==> config.mk <==
export PLATFORM = sky130hd
export DESIGN_NAME = fibonacci_result_reader_flat
export DESIGN_NICKNAME = d
export VERILOG_FILES = /design/src/rtl/fibonacci_result_reader_if.sv /design/src/rtl/fibonacci_result_reader.sv /design/src/flat_wrapper.sv
export SDC_FILE = /design/constraint.sdc
export NUM_CORES = 1
export LEC_CHECK = 0
export ABC_AREA = 1
export CORE_ASPECT_RATIO = 1.1
export CORE_UTILIZATION = 43
export CTS_BUF_LIST = sky130_fd_sc_hd__clkbuf_8
export CTS_CLUSTER_DIAMETER = 40
export DETAILED_ROUTE_END_ITERATION = 10
export PLACE_DENSITY = 0.79
export SLEW_MARGIN = 20
export SYNTH_ARGS = -nofsm -noshare
export SYNTH_HDL_FRONTEND = slang
export SYNTH_SLANG_ARGS = --single-unit
==> constraint.sdc <==
create_clock -name clk -period 1.3 [get_ports clk]
set_input_delay 0.26 -clock clk [delete_from_list [all_inputs] [get_ports clk]]
set_output_delay 0.26 -clock clk [all_outputs]
set_load 0.01 [all_outputs]
==> src/rtl/fibonacci_result_reader_if.sv <==
// Host/memory-side signal bundle for the Fibonacci result reader.
// The reader itself connects through the slave modport; the environment drives the master side.
interface fibonacci_result_reader_if #(
  parameter int DATA_WIDTH = 32,
  parameter int ADDR_WIDTH = 5
);
  logic                  fib_written;
  logic                  clear;
  logic                  rd_start;
  logic [DATA_WIDTH-1:0] rd_data;
  logic                  out_ready;
  logic [ADDR_WIDTH-1:0] wr_addr;
  logic                  rd_en;
  logic [ADDR_WIDTH-1:0] rd_addr;
  logic [DATA_WIDTH-1:0] out_data;
  logic                  out_valid;
  logic                  dump_done;
  logic                  busy;
  logic [ADDR_WIDTH:0]   result_count;
  logic                  overflow;

  modport slave (
    input  fib_written, clear, rd_start, rd_data, out_ready,
    output wr_addr, rd_en, rd_addr, out_data, out_valid, dump_done, busy,
           result_count, overflow
  );

  modport master (
    output fib_written, clear, rd_start, rd_data, out_ready,
    input  wr_addr, rd_en, rd_addr, out_data, out_valid, dump_done, busy,
           result_count, overflow
  );
endinterface

==> src/rtl/fibonacci_result_reader.sv <==
// Result memory write-pointer owner and read-back engine: counts stored results and
// streams them to the host in address order over a valid/ready handshake.
module fibonacci_result_reader #(
  parameter int DATA_WIDTH = 32,
  parameter int ADDR_WIDTH = 5
) (
  input  logic                         clk,
  input  logic                         arst_n,
  fibonacci_result_reader_if.slave     bus
);
  localparam int DEPTH = 2 ** ADDR_WIDTH;
  localparam logic [ADDR_WIDTH:0]   COUNT_FULL = (ADDR_WIDTH + 1)'(DEPTH);
  localparam logic [ADDR_WIDTH:0]   COUNT_ZERO = {(ADDR_WIDTH + 1){1'b0}};
  localparam logic [ADDR_WIDTH:0]   COUNT_ONE  = (ADDR_WIDTH + 1)'(1);
  localparam logic [ADDR_WIDTH-1:0] ADDR_ZERO  = {ADDR_WIDTH{1'b0}};
  localparam logic [ADDR_WIDTH-1:0] ADDR_ONE   = ADDR_WIDTH'(1);
  localparam logic [ADDR_WIDTH-1:0] ADDR_LAST  = {ADDR_WIDTH{1'b1}};
  localparam logic [DATA_WIDTH-1:0] DATA_ZERO  = {DATA_WIDTH{1'b0}};

  localparam logic [2:0] S_IDLE    = 3'd0;
  localparam logic [2:0] S_READ    = 3'd1;
  localparam logic [2:0] S_CAPTURE = 3'd2;
  localparam logic [2:0] S_SEND    = 3'd3;
  localparam logic [2:0] S_DONE    = 3'd4;

  logic [2:0]            state_r, state_s;
  logic [ADDR_WIDTH-1:0] ptr_r, ptr_s;
  logic [ADDR_WIDTH-1:0] last_r, last_s;
  logic [ADDR_WIDTH:0]   count_r, count_s;
  logic [ADDR_WIDTH:0]   count_m1_s;
  logic                  overflow_r, overflow_s;
  logic [ADDR_WIDTH-1:0] wr_addr_r, wr_addr_s;
  logic [DATA_WIDTH-1:0] out_data_r;
  logic                  rd_en_r, out_valid_r, dump_done_r, busy_r;

  assign count_m1_s = count_r - COUNT_ONE;

  // Dump sequencing: snapshot the last index at start, walk ptr through READ/CAPTURE/SEND.
  always_comb begin
    state_s = state_r;
    ptr_s   = ptr_r;
    last_s  = last_r;
    case (state_r)
      S_IDLE: begin
        if (bus.rd_start) begin
          if (count_r == COUNT_ZERO) begin
            state_s = S_DONE;
          end else begin
            last_s  = count_m1_s[ADDR_WIDTH-1:0];
            ptr_s   = ADDR_ZERO;
            state_s = S_READ;
          end
        end else begin
          state_s = S_IDLE;
        end
      end
      S_READ:    state_s = S_CAPTURE;
      S_CAPTURE: state_s = S_SEND;
      S_SEND: begin
        if (bus.out_ready) begin
          if (ptr_r == last_r) begin
            state_s = S_DONE;
          end else begin
            ptr_s   = ptr_r + ADDR_ONE;
            state_s = S_READ;
          end
        end else begin
          state_s = S_SEND;
        end
      end
      S_DONE:  state_s = S_IDLE;
      default: state_s = S_IDLE;
    endcase
  end

  // Result counting runs in every state; clear only takes effect in IDLE and beats a write.
  always_comb begin
    count_s    = count_r;
    overflow_s = overflow_r;
    if ((state_r == S_IDLE) && bus.clear) begin
      count_s    = COUNT_ZERO;
      overflow_s = 1'b0;
    end else if (bus.fib_written) begin
      if (count_r == COUNT_FULL) begin
        overflow_s = 1'b1;
      end else begin
        count_s = count_r + COUNT_ONE;
      end
    end else begin
      count_s = count_r;
    end
    // Once full, further writes land on the final entry.
    if (count_s == COUNT_FULL) begin
      wr_addr_s = ADDR_LAST;
    end else begin
      wr_addr_s = count_s[ADDR_WIDTH-1:0];
    end
  end

  // State, pointers, counters and all host-visible outputs are registered.
  always_ff @(posedge clk or negedge arst_n) begin
    if (!arst_n) begin
      state_r     <= S_IDLE;
      ptr_r       <= ADDR_ZERO;
      last_r      <= ADDR_ZERO;
      count_r     <= COUNT_ZERO;
      overflow_r  <= 1'b0;
      wr_addr_r   <= ADDR_ZERO;
      out_data_r  <= DATA_ZERO;
      rd_en_r     <= 1'b0;
      out_valid_r <= 1'b0;
      dump_done_r <= 1'b0;
      busy_r      <= 1'b0;
    end else begin
      state_r     <= state_s;
      ptr_r       <= ptr_s;
      last_r      <= last_s;
      count_r     <= count_s;
      overflow_r  <= overflow_s;
      wr_addr_r   <= wr_addr_s;
      if (state_r == S_CAPTURE) begin
        out_data_r <= bus.rd_data;
      end else begin
        out_data_r <= out_data_r;
      end
      rd_en_r     <= (state_s == S_READ);
      out_valid_r <= (state_s == S_SEND);
      dump_done_r <= (state_s == S_DONE);
      busy_r      <= (state_s != S_IDLE);
    end
  end

  assign bus.wr_addr      = wr_addr_r;
  assign bus.rd_en        = rd_en_r;
  assign bus.rd_addr      = ptr_r;
  assign bus.out_data     = out_data_r;
  assign bus.out_valid    = out_valid_r;
  assign bus.dump_done    = dump_done_r;
  assign bus.busy         = busy_r;
  assign bus.result_count = count_r;
  assign bus.overflow     = overflow_r;
endmodule

==> src/flat_wrapper.sv <==
// flat-port wrapper written by rule: the top's interface ports become plain ports
module fibonacci_result_reader_flat 
#(
  parameter int DATA_WIDTH = 32,
  parameter int ADDR_WIDTH = 5
)
  (clk, arst_n, bus_fib_written, bus_clear, bus_rd_start, bus_rd_data, bus_out_ready, bus_wr_addr, bus_rd_en, bus_rd_addr, bus_out_data, bus_out_valid, bus_dump_done, bus_busy, bus_result_count, bus_overflow);
  fibonacci_result_reader_if #(.DATA_WIDTH(DATA_WIDTH), .ADDR_WIDTH(ADDR_WIDTH)) bus_i ();
  input  logic clk;
  input  logic arst_n;
  input wire logic [$bits(bus_i.fib_written)-1:0] bus_fib_written;
  input wire logic [$bits(bus_i.clear)-1:0] bus_clear;
  input wire logic [$bits(bus_i.rd_start)-1:0] bus_rd_start;
  input wire logic [$bits(bus_i.rd_data)-1:0] bus_rd_data;
  input wire logic [$bits(bus_i.out_ready)-1:0] bus_out_ready;
  output wire logic [$bits(bus_i.wr_addr)-1:0] bus_wr_addr;
  output wire logic [$bits(bus_i.rd_en)-1:0] bus_rd_en;
  output wire logic [$bits(bus_i.rd_addr)-1:0] bus_rd_addr;
  output wire logic [$bits(bus_i.out_data)-1:0] bus_out_data;
  output wire logic [$bits(bus_i.out_valid)-1:0] bus_out_valid;
  output wire logic [$bits(bus_i.dump_done)-1:0] bus_dump_done;
  output wire logic [$bits(bus_i.busy)-1:0] bus_busy;
  output wire logic [$bits(bus_i.result_count)-1:0] bus_result_count;
  output wire logic [$bits(bus_i.overflow)-1:0] bus_overflow;
  assign bus_i.fib_written = bus_fib_written;
  assign bus_i.clear = bus_clear;
  assign bus_i.rd_start = bus_rd_start;
  assign bus_i.rd_data = bus_rd_data;
  assign bus_i.out_ready = bus_out_ready;
  assign bus_wr_addr = bus_i.wr_addr;
  assign bus_rd_en = bus_i.rd_en;
  assign bus_rd_addr = bus_i.rd_addr;
  assign bus_out_data = bus_i.out_data;
  assign bus_out_valid = bus_i.out_valid;
  assign bus_dump_done = bus_i.dump_done;
  assign bus_busy = bus_i.busy;
  assign bus_result_count = bus_i.result_count;
  assign bus_overflow = bus_i.overflow;
  fibonacci_result_reader #(.DATA_WIDTH(DATA_WIDTH), .ADDR_WIDTH(ADDR_WIDTH)) u_core (.clk(clk), .arst_n(arst_n), .bus(bus_i));
endmodule
# Word level (Yosys, flattened, before mapping)
# Cells that the tools add are included.
[totals] reg_bits=61 inputBits=38 elab_cells=55
[classes] n_addsub=3 n_eq_ne=13 n_mux=17 bitwise=1 reduce_logical=10
[op_table] operator="$mux 5" count=5
[op_table] operator="$mux 6" count=3
[op_table] operator="$eq 6x6->1 const B" count=2
[op_table] operator="$mux 3" count=4
[op_table] operator="$pmux 3 s4" count=1
[op_table] operator="$pmux 5 s2" count=1
[op_table] operator="$eq 3x2->1 const B" count=3
[op_table] operator="$ne 2x2->1 const B" count=4
[op_table] operator="$add 6x1->6 const B" count=1
[op_table] operator="$eq 3x1->1 const B" count=2
[op_table] operator="$logic_not 6->1" count=1
[op_table] operator="$reduce_bool 2->1" count=3
[op_table] operator="$add 5x1->5 const B" count=1
[op_table] operator="$eq 5x5->1" count=1
[op_table] operator="$reduce_and 5->1" count=1
[op_table] operator="$sub 5x1->5 const B" count=1
[op_table] operator="$eq 3x3->1 const B" count=1
[op_table] operator="$logic_not 3->1" count=1
[op_table] operator="$mux 1" count=3
[op_table] operator="$reduce_and 3->1" count=1
[op_table] operator="$reduce_bool 3->1" count=1
[op_table] operator="$reduce_and 2->1" count=1
[op_table] operator="$logic_and 1x1->1" count=1
[op_table] operator="$not 1->1" count=1

# Logic depth before layout (Yosys ltp)
[depth] word_depth=6 mapped_depth=11

# Worst setup path before layout
# Ideal clock, no wire load.
[synth_path] path_type="reg-to-reg" from="reg u_core.count_r[0], in the netlist u_core.bus.result_count[0]" to="reg u_core.busy_r, in the netlist u_core.bus.busy" setup_ns=0.119 arrival_time_ns=1.379 path_slack_ns=-0.198 path_stages_with_launch=10 period_less_slack_ns=1.498 cell_sequence="dfrtp_1 -> inv_1 -> ha_1 -> nand2_4 -> nor3_4 -> nor2_4 -> nor2_1 -> nand2_1 -> nor2_1 -> nand2_1"
[synth_between] elab_chain_cells=5
[synth_rtl] item="start, declared" line_no="fibonacci_result_reader.sv:29" text="logic [ADDR_WIDTH:0] count_r, count_s;"
[synth_rtl] item="start signal, assigned" line_no="fibonacci_result_reader.sv:118" text="count_r <= count_s;"
[synth_rtl] item="$logic_not 6->1" line_no="fibonacci_result_reader.sv:46" text="if (count_r == COUNT_ZERO) begin"
[synth_rtl] item="$mux 3" line_no="fibonacci_result_reader.sv:46"
[synth_rtl] item="$mux 3" line_no="fibonacci_result_reader.sv:45" text="if (bus.rd_start) begin"
[synth_rtl] item="$pmux 3 s4" line_no="fibonacci_result_reader.sv:43" text="case (state_r)"
[synth_rtl] item="via u_core.state_s[0]" line_no="fibonacci_result_reader.sv:26" text="logic [2:0] state_r, state_s;"
[synth_rtl] item="$reduce_bool 3->1" line_no="fibonacci_result_reader.sv:129" text="busy_r <= (state_s != S_IDLE);"
[synth_rtl] item="end signal, assigned" line_no="fibonacci_result_reader.sv:129"
[synth_rtl] item="end, declared" line_no="fibonacci_result_reader.sv:34" text="logic rd_en_r, out_valid_r, dump_done_r, busy_r;"
# The timed path passes the listed nets, and every way through them passes these cells.
# A chain may end at the register's enable or synchronous reset.

# Final worst setup path
[layout_path] from="reg u_core.count_r[2], in the netlist u_core.bus.result_count[2]" to="reg u_core.wr_addr_r[2], in the netlist u_core.bus.wr_addr[2]"
[layout_between] elab_chain_cells=6 elab_cells_between_ends=7 cone_classes="1 x add/sub; 2 x eq/ne; 4 x mux"
[layout_rtl] item="$eq 6x6->1" line_no="fibonacci_result_reader.sv:84" text="if (count_r == COUNT_FULL) begin"
[layout_rtl] item="$mux 6" line_no="fibonacci_result_reader.sv:84"
[layout_rtl] item="$mux 6" line_no="fibonacci_result_reader.sv:83" text="end else if (bus.fib_written) begin"
[layout_rtl] item="$mux 6" line_no="fibonacci_result_reader.sv:80" text="if ((state_r == S_IDLE) && bus.clear) begin"
[layout_rtl] item="via u_core.count_s[0]" line_no="fibonacci_result_reader.sv:29"
[layout_rtl] item="$eq 6x6->1" line_no="fibonacci_result_reader.sv:93" text="if (count_s == COUNT_FULL) begin"
[layout_rtl] item="$mux 5" line_no="fibonacci_result_reader.sv:93"
[layout_rtl] item="via u_core.wr_addr_s[2]" line_no="fibonacci_result_reader.sv:32" text="logic [ADDR_WIDTH-1:0] wr_addr_r, wr_addr_s;"
[layout_rtl] item="end signal, assigned" line_no="fibonacci_result_reader.sv:120" text="wr_addr_r <= wr_addr_s;"
[layout_rtl] item="end, declared" line_no="fibonacci_result_reader.sv:32"
# The timed path passes the listed nets, and every way through them passes these cells.

==> results.py <==
metrics = {
    "run_status": {
        "status": "finished, violations left",
        "violations": "setup timing",
    },
    "clocking": {
        "cts_tree": "yes",
        "cts-htree-levels": 3,
        "clockBufferDepth": 2,
        "clockRootBuffer": "clkbuf_8",
        "clkTransAtPathRegs_ns": 0.07,
        "clock_latency_ns": 0.34,
        "cts_buffers": 9,
        "cts_sinks": 61,
    },
    "floorplan": {
        "die_w_um": 78.3,
        "die_y_um": 85.9,
        "start_util_pct": 44.7,
        "core_area_mm2": 0.00616,
        "io_pins": 91,
        "die-area_mm2": 0.00672,
        "std_cell_rows": 30,
    },
    "critical_path": {
        "critPathArrivalTime_ns": 1.80,
        "r2r_cells": 9,
        "r2r_slack_ns": -0.29,
        "end_kind": "register",
        "cp-startpoint": "u_core.bus.result_count[2]",
        "startpoint_type": "register",
        "path_class": "reg2reg",
        "rr_endpoint": "u_core.bus.wr_addr[2]",
        "crit_fanout": 5,
        "rr_startpoint": "u_core.bus.result_count[2]",
        "cp.required_ns": 1.52,
    },
    "yosys": {
        "ys_seq_elements": 61,
        "syn_nets": 374,
        "synthDistinctLibCells": 26,
        "syn_area_per_cell_um2": 8.26,
        "synth_edf_count": 0,
        "yosysTopAreaCell": "dfrtp_1",
        "yosys_warnings": 0,
        "seq_area_frac_synth_pct": 55.5,
        "synthFlopType": "dfrtp_1",
        "synthArstFlopShare_pct": 100,
        "netlist.area_leader.share_pct": 55.5,
        "synth.area.top_cells": "dfrtp_1 55%, nand2_1 21%, inv_1 4.1%, nand3_1 2.7%, nor2_1 2.5%",
        "synthCells": 333,
        "syn_area_mm2": 0.00275,
    },
    "pwr": {
        "vdd_drop_max_mv": 1.46,
        "p_total_mw": 11.3,
        "switchingPower_mw": 4.65,
        "leakage_nw": 2.44,
        "power_frac_comb_pct": 58.8,
        "p_sw_share_pct": 41.1,
        "powerDensity_mw_per_mm2": 2460,
        "p_int_mw": 6.67,
        "seq_power_share_pct": 29.1,
        "clkPwrFrac_pct": 12.2,
    },
    "sta": {
        "finalSetupTns_ns": -4.15,
        "fin_crit_sh_pct": 122,
        "relSlewSlack_pct": 72.3,
        "drv_slew": 0,
        "rsz0062_at_grt": "yes",
        "setup_ws_ns": -0.286,
        "hold_ws_ns": 0.384,
        "min_period_ns": 1.59,
        "tightest_slew_ns": 0.416,
        "fin_worst_skew_ns": 0.0123,
        "setup_violations": 24,
        "timing.fmax_ghz": 0.631,
        "hold_viol": 0,
    },
    "cells_and_area": {
        "final_common_cell": "nand2_1",
        "diodes": 0,
        "area_growth_syn_to_layout_pct": 67.3,
        "regArea_mm2": 0.00153,
        "nFillCells": 453,
        "fin_nets": 528,
        "layout-drive-gt1-share_pct": 29.1,
        "final_cell_mix": "135 x nand2_1, 55 x dfrtp_1, 40 x dlygate4sd2_1, 40 x buf_4, 36 x clkdlybuf4s50_1",
        "multi_input_area_mm2": 0.00120,
    },
    "routing": {
        "final_antenna_net_count": 0,
        "drc": 0,
        "drtIter0Drc": 144,
        "postRouteWirelength_mm": 8.24,
        "routedWlPerCell_um": 14.4,
        "dr_total_vias": 2758,
        "drt-vias-per-instance": 4.83,
        "drtPass1Iterations": 6,
    },
    "global_route": {
        "grt_pass1_vias": 2542,
        "grt_pass1_wl_mm": 11.4,
        "grt_max_degree": 33,
        "overflow": 0,
        "grtUsageTotal_pct": 22.2,
        "antenna_found_initial": 0,
    },
    "placement": {
        "gp_congestion": 0.890,
        "pre_cts_ws_ns": -0.372,
        "dpl.hpwl_mm": 4.88,
        "port_buffers": 90,
    },
    "hold_path": {
        "hp-class": "in2async",
    },
    "run": {
        "maxCapViolCount": 0,
    },
}
==> power groups by stage <==
stage / Clock, mW / Combinational, mW / Sequential, mW
2_1_floorplan: 0 / 2.29 / 3.71
3_3_place_gp: 0 / 5.35 / 3.35
3_5_place_dp: 0 / 5.49 / 3.36
4_1_cts: 1.40 / 5.49 / 3.23
5_1_grt: 1.49 / 7.22 / 3.38
6_report: 1.38 / 6.65 / 3.29
==> registers in the layout, indices dropped and copies added, names as in the netlist <==
register                 count
u_core.bus.result_count      6
u_core.bus.out_valid         1
u_core.bus.rd_en             1
u_core.bus.rd_addr           5
u_core.bus.dump_done         1
u_core.bus.busy              1
u_core.bus.wr_addr           5
u_core.bus.overflow          1
u_core.bus.out_data         32
u_core.state_r               3
u_core.last_r                5
==> what timing repair did <==
item / CTS / global route
buffers inserted: 13 / 12
gates cloned: 0 / 4
hold buffers: 1 / 0
pin swaps: 13 / 21
gates resized for setup: 94 / 56
endpoints found under the setup margin: 73 / 66
endpoints found under the hold margin: 13 / 0
==> metal layers <==
layer	part of all wire, %	GRT usage, %	vias to the layer above	wire, um
met5	0	0	-	0
met4	2.7	11.4	0	223
met3	4.8	4.26	22	398
met2	52	38.3	98	4320
met1	40	26.5	1308	3300
li1	-	-	1330	-
==> cell families after synthesis <==
kind of cell / after synthesis / synth area share, %
AO/OA/AOI/OAI: 15 / 2.82
XOR/XNOR: 6 / 1.91
adder cells (fa/ha/maj): 3 / 1.36
buffers and inverters: 41 / 6.18
flip-flops: 61 / 55.5
AND/OR/NAND/NOR: 207 / 32.2
==> synth_stat cells, types with 2 or more instances <==
library cell and number:
xor2_1 4, a21oi_1 6, nand4_1 5, nand2_4 3, nand2_2 3, nor2_2 4
xnor2_1 2, o21ai_0 7, inv_2 2, buf_2 3, inv_1 30, dfrtp_1 61
nand3_1 15, nor2_4 3, nor2_1 18, nand2_1 153, clkbuf_1 3, ha_1 3
==> per-stage QoR <==
| stage | instance area, um2 | util, % | std cells |
|---|---|---|---|
| final | 4600 | 74.8 | 571 |
| after detailed placement | 4040 | 65.5 | 532 |
| after CTS | 4300 | 69.8 | 560 |
| after floorplan | 2770 | - | 333 |
| after global placement | 4040 | 65.5 | 532 |
| after global routing | 4600 | 74.8 | 571 |
==> final cells by class <==
| type | instances | area share [%] |
|---|---|---|
| timing repair buffer | 152 | 32.1 |
| clock inverter | 6 | 0.707 |
| inverter | 32 | 2.99 |
| clock buffer | 9 | 2.69 |
| multi-input combinational | 231 | 26.0 |
| tap | 80 | 2.18 |
| sequential | 61 | 33.3 |
==> worst max-delay path by stage <==
stage / to / slack [ns] / depth (start not counted)
6_report: u_core.bus.wr_addr[2] / -0.29 / 9
3_5_place_dp: u_core.bus.wr_addr[1] / -0.37 / 9
4_1_cts: u_core.bus.busy / -0.19 / 9
3_3_place_gp: u_core.bus.wr_addr[4] / -0.29 / 9
2_1_floorplan: u_core.bus.busy / -0.13 / 9
5_1_grt: u_core.bus.wr_addr[0] / -0.38 / 10
==> critical path, cell delays in order, from the launching register on <==
cell,delay (ns)
dfrtp_2,0.41
buf_6,0.13
nor2_4,0.16
nand4_1,0.20
nand3_1,0.14
nand2_2,0.06
nor2_2,0.14
nor2_1,0.07
nand2_2,0.10
nand2_1,0.07
(Power assumes the default switching activity.)
